`src/rtl/pipe_hazard_ctrl.sv`:
```
// Hazard unit for a 5-stage pipeline: operand forwarding, load-use and PC-write stalls,
// branch flushes, and a data-memory wait FSM with a sticky timeout error.
module pipe_hazard_ctrl #(
   parameter int unsigned MEM_TIMEOUT = 255
) (
   input  logic        clk,
   input  logic        rst,
   input  logic [3:0]  RA1D,
   input  logic [3:0]  RA2D,
   input  logic [3:0]  RA1E,
   input  logic [3:0]  RA2E,
   input  logic [3:0]  WA3E,
   input  logic [3:0]  WA3M,
   input  logic [3:0]  WA3W,
   input  logic        RegWriteE,
   input  logic        RegWriteM,
   input  logic        RegWriteW,
   input  logic        MemToRegE,
   input  logic        PCSrcD,
   input  logic        BranchTakenE,
   input  logic        MemReqM,
   input  logic        MemReadyM,
   output logic [1:0]  ForwardAE,
   output logic [1:0]  ForwardBE,
   output logic        StallF,
   output logic        StallD,
   output logic        StallE,
   output logic        StallM,
   output logic        FlushD,
   output logic        FlushE,
   output logic        MemErr,
   output logic [1:0]  State,
   output logic [15:0] StallCount
);

   typedef enum logic [1:0] {
      StRun   = 2'b00,
      StWait  = 2'b01,
      StError = 2'b10
   } state_e;

   localparam logic [7:0] TimeoutCnt = 8'(MEM_TIMEOUT);
   localparam logic [3:0] RegPc      = 4'hF;

   state_e      state_q, state_d;
   logic [7:0]  waitcnt_q, waitcnt_d;
   logic        pcs_e_q, pcs_m_q, pcs_w_q;
   logic        mem_err_q;
   logic [15:0] stall_cnt_q;

   logic mem_miss, memwait, ldrstall, pc_wr_pending;
   logic ld_match1, ld_match2;

   // R15 reads the PC, never a forwarded result.
   function automatic logic [1:0] fwd_sel(input logic [3:0] ra, input logic [3:0] wa_m,
                                          input logic [3:0] wa_w, input logic we_m,
                                          input logic we_w);
      logic [1:0] sel;
      sel = 2'b00;
      if (ra != RegPc) begin
         if (we_m && (ra == wa_m))      sel = 2'b10;
         else if (we_w && (ra == wa_w)) sel = 2'b01;
      end
      return sel;
   endfunction

   always_comb begin
      ForwardAE = fwd_sel(RA1E, WA3M, WA3W, RegWriteM, RegWriteW);
      ForwardBE = fwd_sel(RA2E, WA3M, WA3W, RegWriteM, RegWriteW);
   end

   assign ld_match1     = (RA1D == WA3E) && (RA1D != RegPc);
   assign ld_match2     = (RA2D == WA3E) && (RA2D != RegPc);
   assign ldrstall      = MemToRegE & RegWriteE & (ld_match1 | ld_match2);
   assign pc_wr_pending = PCSrcD | pcs_e_q | pcs_m_q;
   assign mem_miss      = MemReqM & ~MemReadyM;
   assign memwait       = (state_q == StWait) | mem_miss | (state_q == StError);

   // A memory wait freezes the whole pipe, so it must also suppress every flush.
   always_comb begin
      StallF = ldrstall | pc_wr_pending | memwait;
      StallD = ldrstall | memwait;
      StallE = memwait;
      StallM = memwait;
      FlushD = (pc_wr_pending | pcs_w_q | BranchTakenE) & ~memwait;
      FlushE = (ldrstall | BranchTakenE) & ~memwait;
   end

   always_comb begin
      state_d   = state_q;
      waitcnt_d = waitcnt_q;
      case (state_q)
         StRun: begin
            if (mem_miss) begin
               state_d   = StWait;
               waitcnt_d = 8'd1;
            end
         end
         StWait: begin
            if (MemReadyM) begin
               state_d   = StRun;
               waitcnt_d = 8'd0;
            end else if (waitcnt_q == TimeoutCnt) begin
               state_d = StError;
            end else begin
               waitcnt_d = waitcnt_q + 8'd1;
            end
         end
         StError: state_d = StError;
         default: state_d = StRun;
      endcase
   end

   always_ff @(posedge clk or posedge rst) begin
      if (rst) begin
         state_q     <= StRun;
         waitcnt_q   <= 8'd0;
         mem_err_q   <= 1'b0;
         pcs_e_q     <= 1'b0;
         pcs_m_q     <= 1'b0;
         pcs_w_q     <= 1'b0;
         stall_cnt_q <= 16'd0;
      end else begin
         state_q   <= state_d;
         waitcnt_q <= waitcnt_d;
         mem_err_q <= mem_err_q | (state_d == StError);
         if (FlushE)       pcs_e_q <= 1'b0;
         else if (!StallE) pcs_e_q <= PCSrcD;
         if (!StallM)      pcs_m_q <= pcs_e_q;
         pcs_w_q <= StallM ? 1'b0 : pcs_m_q;
         if (StallF && (stall_cnt_q != 16'hFFFF)) stall_cnt_q <= stall_cnt_q + 16'd1;
      end
   end

   assign State      = state_q;
   assign MemErr     = mem_err_q;
   assign StallCount = stall_cnt_q;

endmodule
```
`config.mk`:
```
export PLATFORM = sky130hd
export DESIGN_NAME = pipe_hazard_ctrl
export DESIGN_NICKNAME = d
export VERILOG_FILES = /design/src/rtl/pipe_hazard_ctrl.sv
export SDC_FILE = /design/constraint.sdc
export NUM_CORES = 1
export LEC_CHECK = 0
export BUFFER_PORTS_ARGS = -buffer_cell sky130_fd_sc_hd__buf_2
export CAP_MARGIN = 20
export CORE_ASPECT_RATIO = 0.8
export CORE_MARGIN = 2
export CORE_UTILIZATION = 50
export DETAILED_ROUTE_END_ITERATION = 7
export PLACE_DENSITY = 0.8
export SLEW_MARGIN = 20
export SYNTH_ARGS = -nofsm -noshare
export SYNTH_HDL_FRONTEND = slang
export SYNTH_SLANG_ARGS = --single-unit
```
`constraint.sdc`:
```
create_clock -name clk -period 2.3 [get_ports clk]
set_input_delay 0 -clock clk [delete_from_list [all_inputs] [get_ports clk]]
set_output_delay 0 -clock clk [all_outputs]
set_load 0.01 [all_outputs]
```
==> impl_metrics.csv, run 1 <==
group,metric,value,unit
status,status,"complete, no violations",
floorplan,initial_core_util,51.2,%
floorplan,die_w,73.3,um
critical_path,crit_path_frequent_cell,"nand4_1",
cts,tritoncts,"done",
critical_path,crit_family,"simple AND/OR/NAND/NOR gates",
pwr,total_power,1.69,mW
drt,drc,0,
place,dp_hpwl,3160,um
place,place_inst,315,
cts,clk_pin_slew,0.06,ns
sta,slew_headroom,57.8,%
sta,post-route-min-period,2.03,ns
critical_path,crit_type,"reg2reg",
critical_path,cpPeakStageDelay,0.42,ns
grt,overflow,0,
drt,vias,1739,
critical_path,crit_path_end_kind,"flip-flop",
critical_path,cp.arrival,2.20,ns
finish,fin_util,64.2,%
finish,antennaDiodeCount,0,
drt,wl_per_cell,12.7,um
floorplan,design.core.area,3750,um^2
critical_path,worstSetupStartpoint,"StallCount[6]",
finish,layout_commonest_cell,"buf_2",
sta,final-max-slew-violation-count,0,
yosys,yosysWarnings,0,
cts,cts_resized,0,
yosys,synth_nets,247,
grt,grt_pass1_vias,1622,
drt,first_iter_violations,71,
cts,clock_latency,0.29,ns
yosys,syn_area_per_cell,9.29,um^2
finish,regArea,751,um^2
drt,finalWirelength,4120,um
sta,tns,0,ns
yosys,synth_cells,207,
critical_path,cp_max_fo,9,
drt,vias_per_cell,5.35,
critical_path,critPathLaunchType,"flip-flop",
pwr,p_leak,1.15,nW
cts,clockBufferDepth,2,
finish,layoutNonFillerInstCount,325,
yosys,ys_types,39,
finish,final_nets,320,
grt,antenna_found_initial,0,
place,place.gp.congestion,0.822,
sta,layout_setup_ws,0.267,ns
pwr,irDropWorstVdd,0.425,mV
sta,fin_skew,0.00685,ns
critical_path,worstPathBufferInverterCount,0,
sta,fmax,492,MHz
yosys,synthesis.area,1920,um^2
min_path,hp-start,"BranchTakenE",
finish,synthToLayoutAreaGrowth,25.4,%
critical_path,cp.required,2.47,ns
cts,clockRootBuffer,"clkbuf_8",
yosys,ys_seq_area_share,39.0,%
yosys,yosysTopAreaCell,"dfrtp_1",
yosys,synth-seq-cells,30,
pwr,p_per_area,701,nW/um^2
critical_path,cp_cell_sequence,"nand4_1, nor3b_1, nand4_1, nand2_1, mux2_4",
drt,firstDrtPassIters,4,
cts,postCtsSetupBuffers,0,
floorplan,die-area,4360,um^2
finish,layout_common_cells,"66 x buf_2, 30 x dfrtp_1, 28 x xor2_1",
cts,htreeDepth,2,
floorplan,pin_count,67,
finish,drive_above_1_share,31.7,%
yosys,synth_area_leaders,"dfrtp_1 39%, xor2_1 13%, nand2_1 4.9%, nand3_1 4.4%, xnor2_1 4.1%",
grt,grt_pass1_wl,6910,um
sta,worst_pin_slew,0.628,ns
drt,ant_nets,0,
yosys,netlist.area_leader.share,39.0,%
sta,setup_viol,0,
grt,grt_start_max_net_pins,31,
finish,multiInputGateArea,1120,um^2
job,cap_violations,0,
cts,cts_made_buffers,5,
sta,hold_viol_final,0,
sta,grt_setup_unrepaired,"no",
place,portBuffers,66,
min_path,hold_path.class,"in2reg",
critical_path,r2r-start,"StallCount[6]",
finish,fillers,311,
floorplan,rows,20,
critical_path,cp_slowest_cell,"dfrtp_1",
sta,finalCritPeriodShare,88.4,%
grt,grt_use_total,20.3,%
place,post-place-ws,0.294,ns
cts,cts.sink_count,30,
floorplan,dieHeight,59.5,um
cts,cts_hold_buf,2,
==> registers in the layout (all words and copies together), names as in the netlist <==
name	count
pcs_m_q	1
State	2
waitcnt_q	8
pcs_e_q	1
MemErr	1
pcs_w_q	1
StallCount	16
==> per-stage QoR <==
step | hold WS (ns) | area, um^2
detailed placement | 0.101 | 2300
global route | 0.0642 | 2410
global placement | 0.0940 | 2300
floorplan | 0.0908 | 1920
CTS | 0.00799 | 2410
finish | 0.0107 | 2410
==> Yosys cell counts <==
library cell  instances
o21ai_0               6
a41o_1                1
a21boi_0              1
nor3_1               11
and2_4                1
a41oi_1               4
xor2_1               28
nand3_1              17
xnor2_1               9
inv_1                 4
nor3b_1               2
and2_1                3
or2_2                 2
o22ai_1               1
or4_4                 1
nand2_1              25
o22a_1                1
ha_1                  2
and4_1                4
and3_1                4
buf_4                 1
a21oi_1               5
nor4b_4               2
mux2_2                3
mux2_4                2
nand4_1               4
nor4_1                1
nor2_1               17
nand2b_1              6
or4_1                 1
buf_6                 1
o31ai_1               1
nor3b_2               1
nor4bb_1              1
dfrtp_1              30
clkbuf_1              1
inv_6                 1
clkbuf_2              1
nand3b_1              1
==> logic make-up after synthesis <==
kind of cell    count (synthesis)  share of synthesized area (%)
compound gates                 20                           6.77
fa+ha+maj                       2                           1.30
simple gates                  104                           30.1
buf+inv                         9                           2.67
flops                          30                           39.0
mux                             5                           3.32
xor+xnor                       37                           16.9
==> power breakdown <==
part           total (mW)  internal (mW)  switching (mW)
clock               0.443          0.240           0.203
sequential          0.716          0.619          0.0968
combinational       0.531          0.253           0.278
total                1.69           1.11           0.578
==> final cells by class <==
| class | instances | share of cell area [%] |
|---|---|---|
| Clock buffer | 6 | 3.43 |
| Clock inverter | 2 | 0.519 |
| Inverter | 5 | 0.986 |
| Multi-Input combinational cell | 168 | 46.5 |
| Sequential cell | 30 | 31.1 |
| Tap cell | 44 | 2.28 |
| Timing Repair Buffer | 70 | 15.2 |
==> layer usage <==
metal	wire length, um	vias up	global-route usage [%]
li1	-	872	-
met1	2040	835	27.0
met2	1920	27	32.7
met3	115	5	5.10
met4	46	0	6.49
met5	0	-	0
==> worst reg2reg max path: stages, from the launching register on <==
cell	delay [ns]
dfrtp_1	0.42
nand4_1	0.23
nor3b_1	0.40
nand4_1	0.33
nand2_1	0.24
mux2_4	0.31
==> path summary, 6_finish.rpt <==
path,depth (start not counted),endpoint,slack [ns]
setup / recovery,5,StallCount[1],0.27
hold / removal,4,pcs_e_q,0.01
setup reg to reg,5,StallCount[1],0.27
hold reg to reg,1,MemErr,0.47
max in group asynchronous,4,waitcnt_q[4],1.68
min in group asynchronous,4,StallCount[12],0.34
No activity file was read; power rests on OpenSTA's default activity.
==> run 2: changes to the inputs <==
==> constraint.sdc (replaced) <==
create_clock -name clk -period 1.95 [get_ports clk]
set_input_delay 0 -clock clk [delete_from_list [all_inputs] [get_ports clk]]
set_output_delay 0 -clock clk [all_outputs]
set_load 0.01 [all_outputs]
==> run 2 against run 1 <==
Critical path depth unchanged. Combinational power up 44%. Die area unchanged. Sequential share of layout area down 1.4 points. Wire length up 2.3%. Non-clock buffer count up 16. Final cell count up 4.6%. Total power up 21%. Critical endpoint unchanged. Register-to-register slack worse by 0.11 ns. Hold slack better by 0.00088 ns. Setup slack worse by 0.11 ns.
==> impl_metrics.csv, run 2 (synthesized netlist as in run 1, its figures left out) <==
group,metric,value,unit
status,status,"complete, no violations",
grt,grtUsageMet2,33.8,%
floorplan,design.core.area,3750,um^2
finish,fillers,296,
place,place_inst,331,
drt,vias_per_cell,5.24,
cts,cts_hold_buf,2,
critical_path,crit_path_end_kind,"flip-flop",
finish,final_nets,336,
finish,largest_reg_flops,16,
sta,setup_viol,0,
sta,fin_skew,0.00704,ns
pwr,pwr-share-comb,37.4,%
pwr,p_per_area,809,nW/um^2
finish,antennaDiodeCount,0,
sta,post-route-min-period,1.79,ns
sta,hold_viol_final,0,
drt,firstDrtPassIters,4,
critical_path,cp.required,2.11,ns
floorplan,die-area,4360,um^2
finish,layout_common_cells,"66 x buf_2, 30 x dfrtp_1, 28 x xor2_1",
grt,grt-busiest-layer,"met2",
finish,layout_commonest_cell,"buf_2",
grt,overflow,0,
grt,grt_pass1_vias,1621,
min_path,hold_path.class,"in2reg",
finish,synthToLayoutAreaGrowth,31.4,%
critical_path,cp_max_fo,6,
pwr,switching_share,34.2,%
drt,ant_nets,0,
floorplan,rows,20,
cts,htreeDepth,2,
finish,finalInstanceArea,2530,um^2
floorplan,dieHeight,59.5,um
sta,tns,0,ns
sta,fmax,559,MHz
drt,first_iter_violations,67,
grt,grtUsageMet3,7.31,%
pwr,p_leak,1.23,nW
pwr,seq_power_share,39.9,%
cts,clk_pin_slew,0.06,ns
sta,finalCritPeriodShare,91.8,%
cts,clockBufferDepth,2,
sta,slew_headroom,73.7,%
pwr,total_power,2.04,mW
sta,grt_setup_unrepaired,"no",
cts,postCtsSetupBuffers,0,
pwr,clock_power_share,22.7,%
floorplan,pin_count,67,
sta,final-max-slew-violation-count,0,
drt,drc,0,
critical_path,crit_type,"reg2reg",
grt,gr-usage-met1,27.1,%
pwr,irDropWorstVdd,0.440,mV
cts,tritoncts,"done",
grt,grt_use_total,20.8,%
drt,finalWirelength,4210,um
place,placed_cell_area,2430,um^2
place,place.gp.congestion,0.818,
drt,wl_per_cell,12.4,um
job,cap_violations,0,
pwr,p_sw,700,uW
cts,clock_latency,0.28,ns
cts,cts_resized,0,
cts,cts_made_buffers,5,
grt,grt_start_max_net_pins,31,
grt,grt_pass1_wl,6940,um
floorplan,die_w,73.3,um
critical_path,cp.arrival,1.95,ns
place,portBuffers,66,
place,dp_hpwl,3310,um
cts,cts.sink_count,30,
drt,vias,1783,
sta,worst_pin_slew,0.393,ns
finish,layoutNonFillerInstCount,340,
finish,drive_above_1_share,35.5,%
pwr,internal_power,1.34,mW
sta,fin_hold_ws,0.0116,ns
floorplan,initial_core_util,51.2,%
critical_path,critPathLaunchType,"flip-flop",
grt,antenna_found_initial,0,
cts,clockRootBuffer,"clkbuf_8",
run 2: worst paths after layout:
check / from / endpoint / slack, ns / depth (start not counted)
setup / recovery: StallCount[4] / StallCount[1] / 0.16 / 5
max in group asynchronous: rst / waitcnt_q[2] / 1.33 / 4
setup reg to reg: StallCount[4] / StallCount[1] / 0.16 / 5
hold / removal: BranchTakenE / pcs_e_q / 0.01 / 4
hold reg to reg: MemErr / MemErr / 0.48 / 1
min in group asynchronous: rst / pcs_m_q / 0.34 / 4
run 2: layer usage:
| layer | routed length (um) | share of wire [%] |
|---|---|---|
| met1 | 1960 | 47 |
| met2 | 1960 | 46 |
| met3 | 271 | 6.4 |
| met4 | 26 | 0.62 |
| met5 | 0 | 0 |
run 2: layout make-up:
class / count / area [um^2] / share of cell area, %
Multi-Input combinational cell: 168 / 1130 / 44.9
Sequential cell: 30 / 751 / 29.7
Timing Repair Buffer: 86 / 485 / 19.2
Clock buffer: 5 / 68.8 / 2.72
Tap cell: 44 / 55.1 / 2.18
Inverter: 5 / 23.8 / 0.941
Clock inverter: 2 / 10.0 / 0.396
run 2: power by group through the flow:
| stage | sequential [mW] | clock (mW) | combinational, mW |
|---|---|---|---|
| global placement | 0.820 | 0 | 0.745 |
| finish | 0.815 | 0.465 | 0.765 |
| detailed placement | 0.823 | 0 | 0.766 |
| global route | 0.833 | 0.513 | 0.848 |
| CTS | 0.813 | 0.483 | 0.777 |
| floorplan | 0.878 | 0 | 0.376 |
run 2: worst max-delay path: stages, from the launching register on:
cell and delay [ns]:
dfrtp_1 0.38, and4_1 0.22, nor3b_1 0.27, nand4_1 0.28, nand2_1 0.21, mux2_4 0.31
run 2: stage by stage:
step	util (%)	worst slack [ns]
final	67.3	0.160
after global routing	67.3	0.0142
after CTS	67.3	0.158
after detailed placement	64.7	0.0278
after global placement	64.7	0.109
after floorplan	-	0.0100
